<file path="config.mk">
export PLATFORM = sky130hd
export DESIGN_NAME = instruction_sequencer
export DESIGN_NICKNAME = d
export VERILOG_FILES = /design/src/rtl/instruction_sequencer_pkg.sv /design/src/rtl/instruction_sequencer_decoder.sv /design/src/rtl/instruction_sequencer.sv
export SDC_FILE = /design/constraint.sdc
export NUM_CORES = 1
export LEC_CHECK = 0
export CAP_MARGIN = 10
export CORE_UTILIZATION = 39
export CTS_CLUSTER_DIAMETER = 50
export DETAILED_ROUTE_END_ITERATION = 6
export PLACE_DENSITY = 0.83
export REMOVE_ABC_BUFFERS = 1
export SETUP_SLACK_MARGIN = 0.02
export SYNTH_ARGS = -nofsm -noshare
export SYNTH_HDL_FRONTEND = slang
export SYNTH_SLANG_ARGS = --single-unit
</file>
<file path="constraint.sdc">
create_clock -name clock -period 2.45 [get_ports clock]
set_clock_uncertainty 0.15 [all_clocks]
set_input_delay 0.3675 -clock clock [delete_from_list [all_inputs] [get_ports clock]]
set_output_delay 0.3675 -clock clock [all_outputs]
set_load 0.05 [all_outputs]
</file>
<file path="src/rtl/instruction_sequencer_pkg.sv">
// Shared types for the instruction sequencer: FSM states, opcodes
// and bit positions inside the datapath control bus.
package instruction_sequencer_pkg;

    typedef enum logic [2:0] {
        S_FETCH  = 3'd0,
        S_DECODE = 3'd1,
        S_EXEC   = 3'd2,
        S_MEM    = 3'd3,
        S_WB     = 3'd4
    } state_e;

    localparam logic [1:0] OP_ADD   = 2'b00;
    localparam logic [1:0] OP_LOAD  = 2'b01;
    localparam logic [1:0] OP_STORE = 2'b10;
    localparam logic [1:0] OP_BEQ   = 2'b11;

    localparam int CTRL_REGDST   = 0;
    localparam int CTRL_ALUSRC   = 1;
    localparam int CTRL_MEMTOREG = 2;
    localparam int CTRL_REGWRITE = 3;
    localparam int CTRL_MEMREAD  = 4;
    localparam int CTRL_MEMWRITE = 5;
    localparam int CTRL_BRANCH   = 6;
    localparam int CTRL_ALUOP    = 7;

endpackage

</file>
<file path="src/rtl/instruction_sequencer_decoder.sv">
// Opcode to static datapath control decode (pure combinational).
// Only the bits that hold for a whole instruction are produced here.
module seq_decoder
    import instruction_sequencer_pkg::*;
(
    input  logic [1:0] op_i,
    output logic [7:0] ctrl_o
);

    always_comb begin
        ctrl_o = '0;
        unique case (op_i)
            OP_ADD: begin
                ctrl_o[CTRL_REGDST] = 1'b1;
                ctrl_o[CTRL_ALUOP]  = 1'b1;
            end
            OP_LOAD: begin
                ctrl_o[CTRL_ALUSRC]   = 1'b1;
                ctrl_o[CTRL_MEMTOREG] = 1'b1;
            end
            OP_STORE: begin
                ctrl_o[CTRL_ALUSRC] = 1'b1;
            end
            OP_BEQ: begin
                ctrl_o[CTRL_BRANCH] = 1'b1;
            end
        endcase
    end

endmodule

</file>
<file path="src/rtl/instruction_sequencer.sv">
// Multi-cycle fetch/decode/exec/mem/wb sequencer with pc and control bus.
// Define SEQ_MEM_TIMEOUT_EN to abandon data accesses after MEM_TIMEOUT cycles.
module instruction_sequencer
    import instruction_sequencer_pkg::*;
#(
    parameter int PC_WIDTH    = 8,
    parameter int MEM_TIMEOUT = 15
) (
    input  logic                clock,
    input  logic                clear,
    output logic                imem_req,
    input  logic                imem_ack,
    input  logic [7:0]          imem_data,
    output logic [PC_WIDTH-1:0] pc,
    output logic [7:0]          ir,
    input  logic                alu_zero,
    output logic                dmem_req,
    output logic                dmem_we,
    input  logic                dmem_ack,
    output logic [7:0]          ctrl,
    output logic [2:0]          state,
    output logic                err
);

    state_e              state_q, state_d;
    logic [PC_WIDTH-1:0] pc_q, pc_d;
    logic [7:0]          ir_q, ir_d;
    logic                err_q, err_d;
    logic [7:0]          static_ctrl;
    logic [7:0]          dyn_ctrl;
    logic [1:0]          op;
    logic [PC_WIDTH-1:0] br_off;

    assign op     = ir_q[7:6];
    assign br_off = {{(PC_WIDTH-2){ir_q[1]}}, ir_q[1:0]};

    seq_decoder u_dec (
        .op_i   (op),
        .ctrl_o (static_ctrl)
    );

`ifdef SEQ_MEM_TIMEOUT_EN
    localparam int CW = $clog2(MEM_TIMEOUT + 1);
    logic [CW-1:0] cnt_q, cnt_d;
    logic          to_hit;
    assign to_hit = (cnt_q == CW'(MEM_TIMEOUT - 1));
`else
    logic unused_cfg;
    assign unused_cfg = (MEM_TIMEOUT != 0);
`endif

    always_comb begin
        state_d  = state_q;
        pc_d     = pc_q;
        ir_d     = ir_q;
        err_d    = err_q;
        imem_req = 1'b0;
        dmem_req = 1'b0;
        dmem_we  = 1'b0;
        dyn_ctrl = '0;
`ifdef SEQ_MEM_TIMEOUT_EN
        cnt_d    = '0;
`endif
        unique case (state_q)
            S_FETCH: begin
                // held low while clear is asserted, rises on release
                imem_req = clear;
                if (imem_ack) begin
                    ir_d    = imem_data;
                    pc_d    = pc_q + PC_WIDTH'(1);
                    state_d = S_DECODE;
                end
            end
            S_DECODE: state_d = S_EXEC;
            S_EXEC: begin
                unique case (op)
                    OP_ADD:   state_d = S_WB;
                    OP_LOAD,
                    OP_STORE: state_d = S_MEM;
                    OP_BEQ: begin
                        if (alu_zero)
                            pc_d = pc_q + br_off;
                        state_d = S_FETCH;
                    end
                endcase
            end
            S_MEM: begin
                dmem_req                = 1'b1;
                dmem_we                 = (op == OP_STORE);
                dyn_ctrl[CTRL_MEMREAD]  = (op == OP_LOAD);
                dyn_ctrl[CTRL_MEMWRITE] = (op == OP_STORE);
                if (dmem_ack) begin
                    state_d = (op == OP_LOAD) ? S_WB : S_FETCH;
`ifdef SEQ_MEM_TIMEOUT_EN
                end else if (to_hit) begin
                    err_d   = 1'b1;
                    state_d = S_FETCH;
                end else begin
                    cnt_d = cnt_q + CW'(1);
`endif
                end
            end
            S_WB: begin
                dyn_ctrl[CTRL_REGWRITE] = 1'b1;
                state_d = S_FETCH;
            end
            default: state_d = S_FETCH;
        endcase
    end

    always_ff @(posedge clock or negedge clear) begin
        if (!clear) begin
            state_q <= S_FETCH;
            pc_q    <= '0;
            ir_q    <= '0;
            err_q   <= 1'b0;
        end else begin
            state_q <= state_d;
            pc_q    <= pc_d;
            ir_q    <= ir_d;
            err_q   <= err_d;
        end
    end

`ifdef SEQ_MEM_TIMEOUT_EN
    always_ff @(posedge clock or negedge clear) begin
        if (!clear)
            cnt_q <= '0;
        else
            cnt_q <= cnt_d;
    end
`endif

    assign pc    = pc_q;
    assign ir    = ir_q;
    assign state = state_q;
    assign err   = err_q;
    assign ctrl  = (state_q == S_FETCH) ? 8'h00 : (static_ctrl | dyn_ctrl);

endmodule

</file>
==> impl_metrics.toml, run 1 <==
[status]
status = "completed"

[worst_setup_path]
reg2reg_depth = 6
critPathCaptureType = "output port"
worst-r2r-setup-slack_ps = 210
critPathKind = "flip-flop to output port"
crit_fanout = 11
crit_chain = "buf_4 -> nor3_1 -> buf_4 -> and2b_1 -> buf_4"
required_ps = 1930
start_kind = "flip-flop"
worstPathArrival_ps = 1720
regToRegEndpoint = "pc[2]"
path_common_cell = "buf_4"
max_stage_delay_ps = 410
critPathSlowestCell = "dfrtp_1"
r2r-start = "ir[0]"

[floorplan]
die_x_um = 56.09
core_area_sq_um = 2758
rows = 19
die_h_um = 56.09
dieArea_sq_um = 3146
io_pins = 44
start_util = 0.4138

[sta]
max_freq_ghz = 0.4460
tns_ps = 0
drv_slew = 0
period_share = 0.9151
setup_violations = 0
setup_ws_ps = 208.0
rsz0062_at_grt = "no"
tightestPinTransition_ps = 510.8
relSlewSlack = 0.6584
min_period_ps = 2242
finalHoldViolCount = 0

[placed_design]
gp_congestion = 0.7564
hpwl_um = 2008
portBuffers = 42
place_ws_ps = -10.94

[clocking]
numCtsBuffers = 3
clk_pin_slew_ps = 110
cts_tree = "yes"
clkSinkCount = 19
root_buffer = "clkbuf_4"
h-tree-depth = 1
clock_path_buffers = 2
clock_latency_ps = 290

[logic_synthesis]
synth.most_common_cell = "dfrtp_1"
netlist.area_leader.share = 0.4167
synthCells = 116
synth_area_leaders = "dfrtp_1 (42%), ha_1 (6.6%), mux2_2 (5.9%)"
ys.flop_type = "dfrtp_1"
ys_top_cells_by_count = "dfrtp_1 (19), nand2_1 (14), ha_1 (6), mux2_2 (6)"
ys_seq_area_frac = 0.4167
ys_ff_latch = 19
synth-edff-count = 0
synthArstFlopShare = 1.000
synth_warnings = 0
synth_cell_types = 36
yosys.area.top_type = "dfrtp_1"
synth_area_sq_um = 1141
avgSynthCellArea_sq_um = 9.837

[finish]
synthToLayoutAreaGrowth_pct = 42.43
fillCellCount = 222
num_antenna_cells = 0
layout.nets = 180
multi_input_area_sq_um = 618.1
regArea_sq_um = 475.5
drive_above_1_share = 0.2188

[route]
dr_total_vias = 996
drt_iter0_markers = 28
routed_wl_um = 2645
via_per_inst = 5.215
drc = 0
dr.pass1.iters = 4
ant_nets = 0
routedWlPerCell_um = 13.85

[global_route]
grt_pass1_vias = 941
grt_max_degree = 20
antenna_found_initial = 0
grt_pass1_wl_um = 4340
grt_usage = 0.1723
gr-total-overflow = 0

[min_path]
hp-class = "input port to async pin"

[job]
drv_cap = 0
registers in the layout (all words and copies together) (netlist names):
name,cells
pc,8
state,3
ir,8
layer usage:
metal	GRT usage	wire length (um)
met1	0.2388	1149
met5	0	0
met3	0.03488	158
met2	0.2823	1331
met4	0.03136	6
repair_timing:
| item | CTS | global route |
|---|---|---|
| setup endpoints to repair | 1 | 1 |
| gates resized for setup | 2 | 3 |
| hold buffers | 0 | 0 |
| buffers inserted | 0 | 0 |
logic make-up after synthesis:
| logic type | after synthesis | synth area share |
|---|---|---|
| adder cells (fa/ha/maj) | 6 | 0.06579 |
| buffers and inverters | 11 | 0.06141 |
| flip-flops | 19 | 0.4167 |
| multiplexers | 6 | 0.05921 |
| other | 1 | 0.003286 |
| XOR/XNOR | 7 | 0.05373 |
| AO/OA/AOI/OAI | 13 | 0.07127 |
| AND/OR/NAND/NOR | 53 | 0.2686 |
cell usage in the layout, fill, tap and decap left out, types with 3 or more instances in the layout:
cell	instances
clkdlybuf4s50_1	31
dfrtp_1	19
buf_4	17
nand2_1	14
mux2_2	6
and2_1	5
nor3_1	5
xnor2_1	4
nor2_1	4
ha_1	4
nor3b_1	3
nor2b_1	3
a21oi_1	3
nand4_1	3
o21ai_0	3
xor2_1	3
clkbuf_4	3
how the worst max path moves through the flow:
stage                         from       to  slack [ps]  depth (start not counted)
final                     state[2]  ctrl[0]         210                          5
after global routing      state[0]  ctrl[0]         120                          5
after CTS                    ir[0]    pc[2]          40                          6
after detailed placement     ir[0]    pc[2]         -10                          6
after global placement       ir[0]    pc[2]          60                          6
after floorplan           state[1]    pc[2]        -280                          6
critical path: cells and delay by family, from the launching register on:
family	cells	cell delay, ps
buf+inv	3	550
flops	1	410
simple gates	2	470
per-stage QoR:
| stage | std cells | area, sq um | utilization | hold slack (ps) |
|---|---|---|---|---|
| floorplan | 107 | 1079 | - | -78.09 |
| global placement | 187 | 1575 | 0.5712 | 312.4 |
| detailed placement | 187 | 1575 | 0.5712 | 312.2 |
| CTS | 191 | 1608 | 0.5830 | 307.0 |
| global route | 191 | 1625 | 0.5894 | 316.8 |
| finish | 191 | 1625 | 0.5894 | 290.0 |
layout make-up:
class	count	share of cell area
Clock inverter	1	0.003079
Sequential cell	19	0.2925
Multi-Input combinational cell	86	0.3803
Tap cell	31	0.02386
Inverter	2	0.004619
Timing Repair Buffer	49	0.2818
Clock buffer	3	0.01386
Power of run 1 is not shown: default switching activity piles up to over one toggle a cycle in this logic, so the estimate is an artifact.
==> inputs of run 2 (changes only) <==
- CTS_CLUSTER_SIZE: default -> 16
- GPL_ROUTABILITY_DRIVEN: default -> 0
==> results of run 2 <==
The final DEF is identical to that of run 1; final timing and power are the same.
Power of run 2 is left out for the same reason.
==> inputs of run 3 (changes only) <==
- CORE_UTILIZATION: 39 -> 55
- DONT_BUFFER_PORTS: default -> 1
- PLACE_DENSITY: 0.83 -> 0.81
==> impl_metrics.toml, run 3 (synthesis results as in run 1) <==
[floorplan]
io_pins = 44
die_x_um = 47.55
die_h_um = 47.55
start_util = 0.5816
core_area_sq_um = 1962
rows = 16
dieArea_sq_um = 2261

[status]
status = "completed"

[worst_setup_path]
required_ps = 2530
critPathCaptureType = "flip-flop"
critPathKind = "flip-flop to flip-flop"
crit_fanout = 13
critPathSlowestCell = "dfrtp_1"
reg2reg_depth = 7
crit_chain = "buf_4 -> nand4bb_1 -> xnor2_1 -> ha_2 -> or3_1 -> a21oi_2 -> xor2_1"
worstPathArrival_ps = 2320
start_kind = "flip-flop"
max_stage_delay_ps = 420

[route]
routed_wl_um = 2560
routedWlPerCell_um = 15.80
dr_total_vias = 967
ant_nets = 0
drc = 0
drt_iter0_markers = 23
dr.pass1.iters = 4
via_per_inst = 5.969

[placed_design]
portBuffers = 0
hpwl_um = 1848

[clocking]
postCtsSetupBuffers = 0
h-tree-depth = 1
clock_latency_ps = 290
numCtsBuffers = 3
root_buffer = "clkbuf_4"
cts_tree = "yes"
clock_path_buffers = 2
clk_pin_slew_ps = 110
clkSinkCount = 19

[sta]
relSlewSlack = 0.4300
finalHoldViolCount = 0
tightestPinTransition_ps = 852.2
setup_violations = 0
min_period_ps = 2241
drv_slew = 0
hold_ws_ps = 44.89
rsz0062_at_grt = "no"
max_freq_ghz = 0.4462
period_share = 0.9148

[global_route]
grt_pass1_wl_um = 3470
grt_pass1_vias = 817
antenna_found_initial = 0
gr-total-overflow = 0
grt_max_degree = 20
grt_usage = 0.2254

[finish]
num_antenna_cells = 0
most-common-layout-cells = "dfrtp_1 (19), buf_4 (19), nand2_1 (14)"
synthToLayoutAreaGrowth_pct = 23.03
layout.nets = 155
drive_above_1_share = 0.3037

[min_path]
hp-class = "input port to flip-flop"
min_path_cells = 2

[job]
drv_cap = 0
## run 3: changes by cell type in the layout (fill, tap and decap cells not counted), sizes merged
cell	before	now
clkinv	1	0
clkdlybuf4s50	31	0
clkbuf	3	4
dlygate4sd3	0	1
buf	18	23
## run 3: metal layers
metal	vias to the layer above	wire [um]	global-route usage
met5	-	0	0
met4	0	65	0.1111
met1	466	999	0.2829
met2	49	1299	0.3699
li1	440	-	-
met3	12	196	0.04906
## run 3: stage by stage
step,area [sq um],setup TNS [ps],util,worst slack (ps),std cells
floorplan,1079,-1671,-,-283.4,107
global route,1404,0,0.7156,129.6,162
global placement,1340,0,0.6830,62.80,157
finish,1404,0,0.7156,208.6,162
detailed placement,1340,-32.51,0.6830,-32.51,157
CTS,1381,0,0.7041,40.17,162
## run 3: path summary, 6_finish.rpt
path | startpoint | end | slack, ps
min in group asynchronous | clear | pc[2] | 460
max in group asynchronous | clear | ir[6] | 1150
max | state[0] | pc[2] | 210
min reg2reg | pc[4] | pc[4] | 410
max reg2reg | state[0] | pc[2] | 210
min | imem_data[6] | ir[6] | 40
## run 3: critical path, delay by kind of cell, from the launching register on
kind                     cells  cell delay (ps)
AND/OR/NAND/NOR              2              670
XOR/XNOR                     2              320
adder cells (fa/ha/maj)      1              230
AO/OA/AOI/OAI                1              160
buffers and inverters        1              230
flip-flops                   1              420
## run 3: what timing repair did
| action | 4_1_cts | 5_1_grt |
|---|---|---|
| resized for setup | 2 | 4 |
| endpoints found under the setup margin | 1 | 3 |
| hold buffers | 1 | 0 |
| hold endpoints to repair | 19 | 0 |
## run 3: final cells by class
cell class	instances	area, sq um
fillers	137	558.0
multi-input cells	86	628.1
inverters	2	7.507
repair buffers	24	232.7
well taps	27	33.78
clock buffers	4	26.28
flip-flops and latches	19	475.5
Power of run 3 is left out for the same reason.
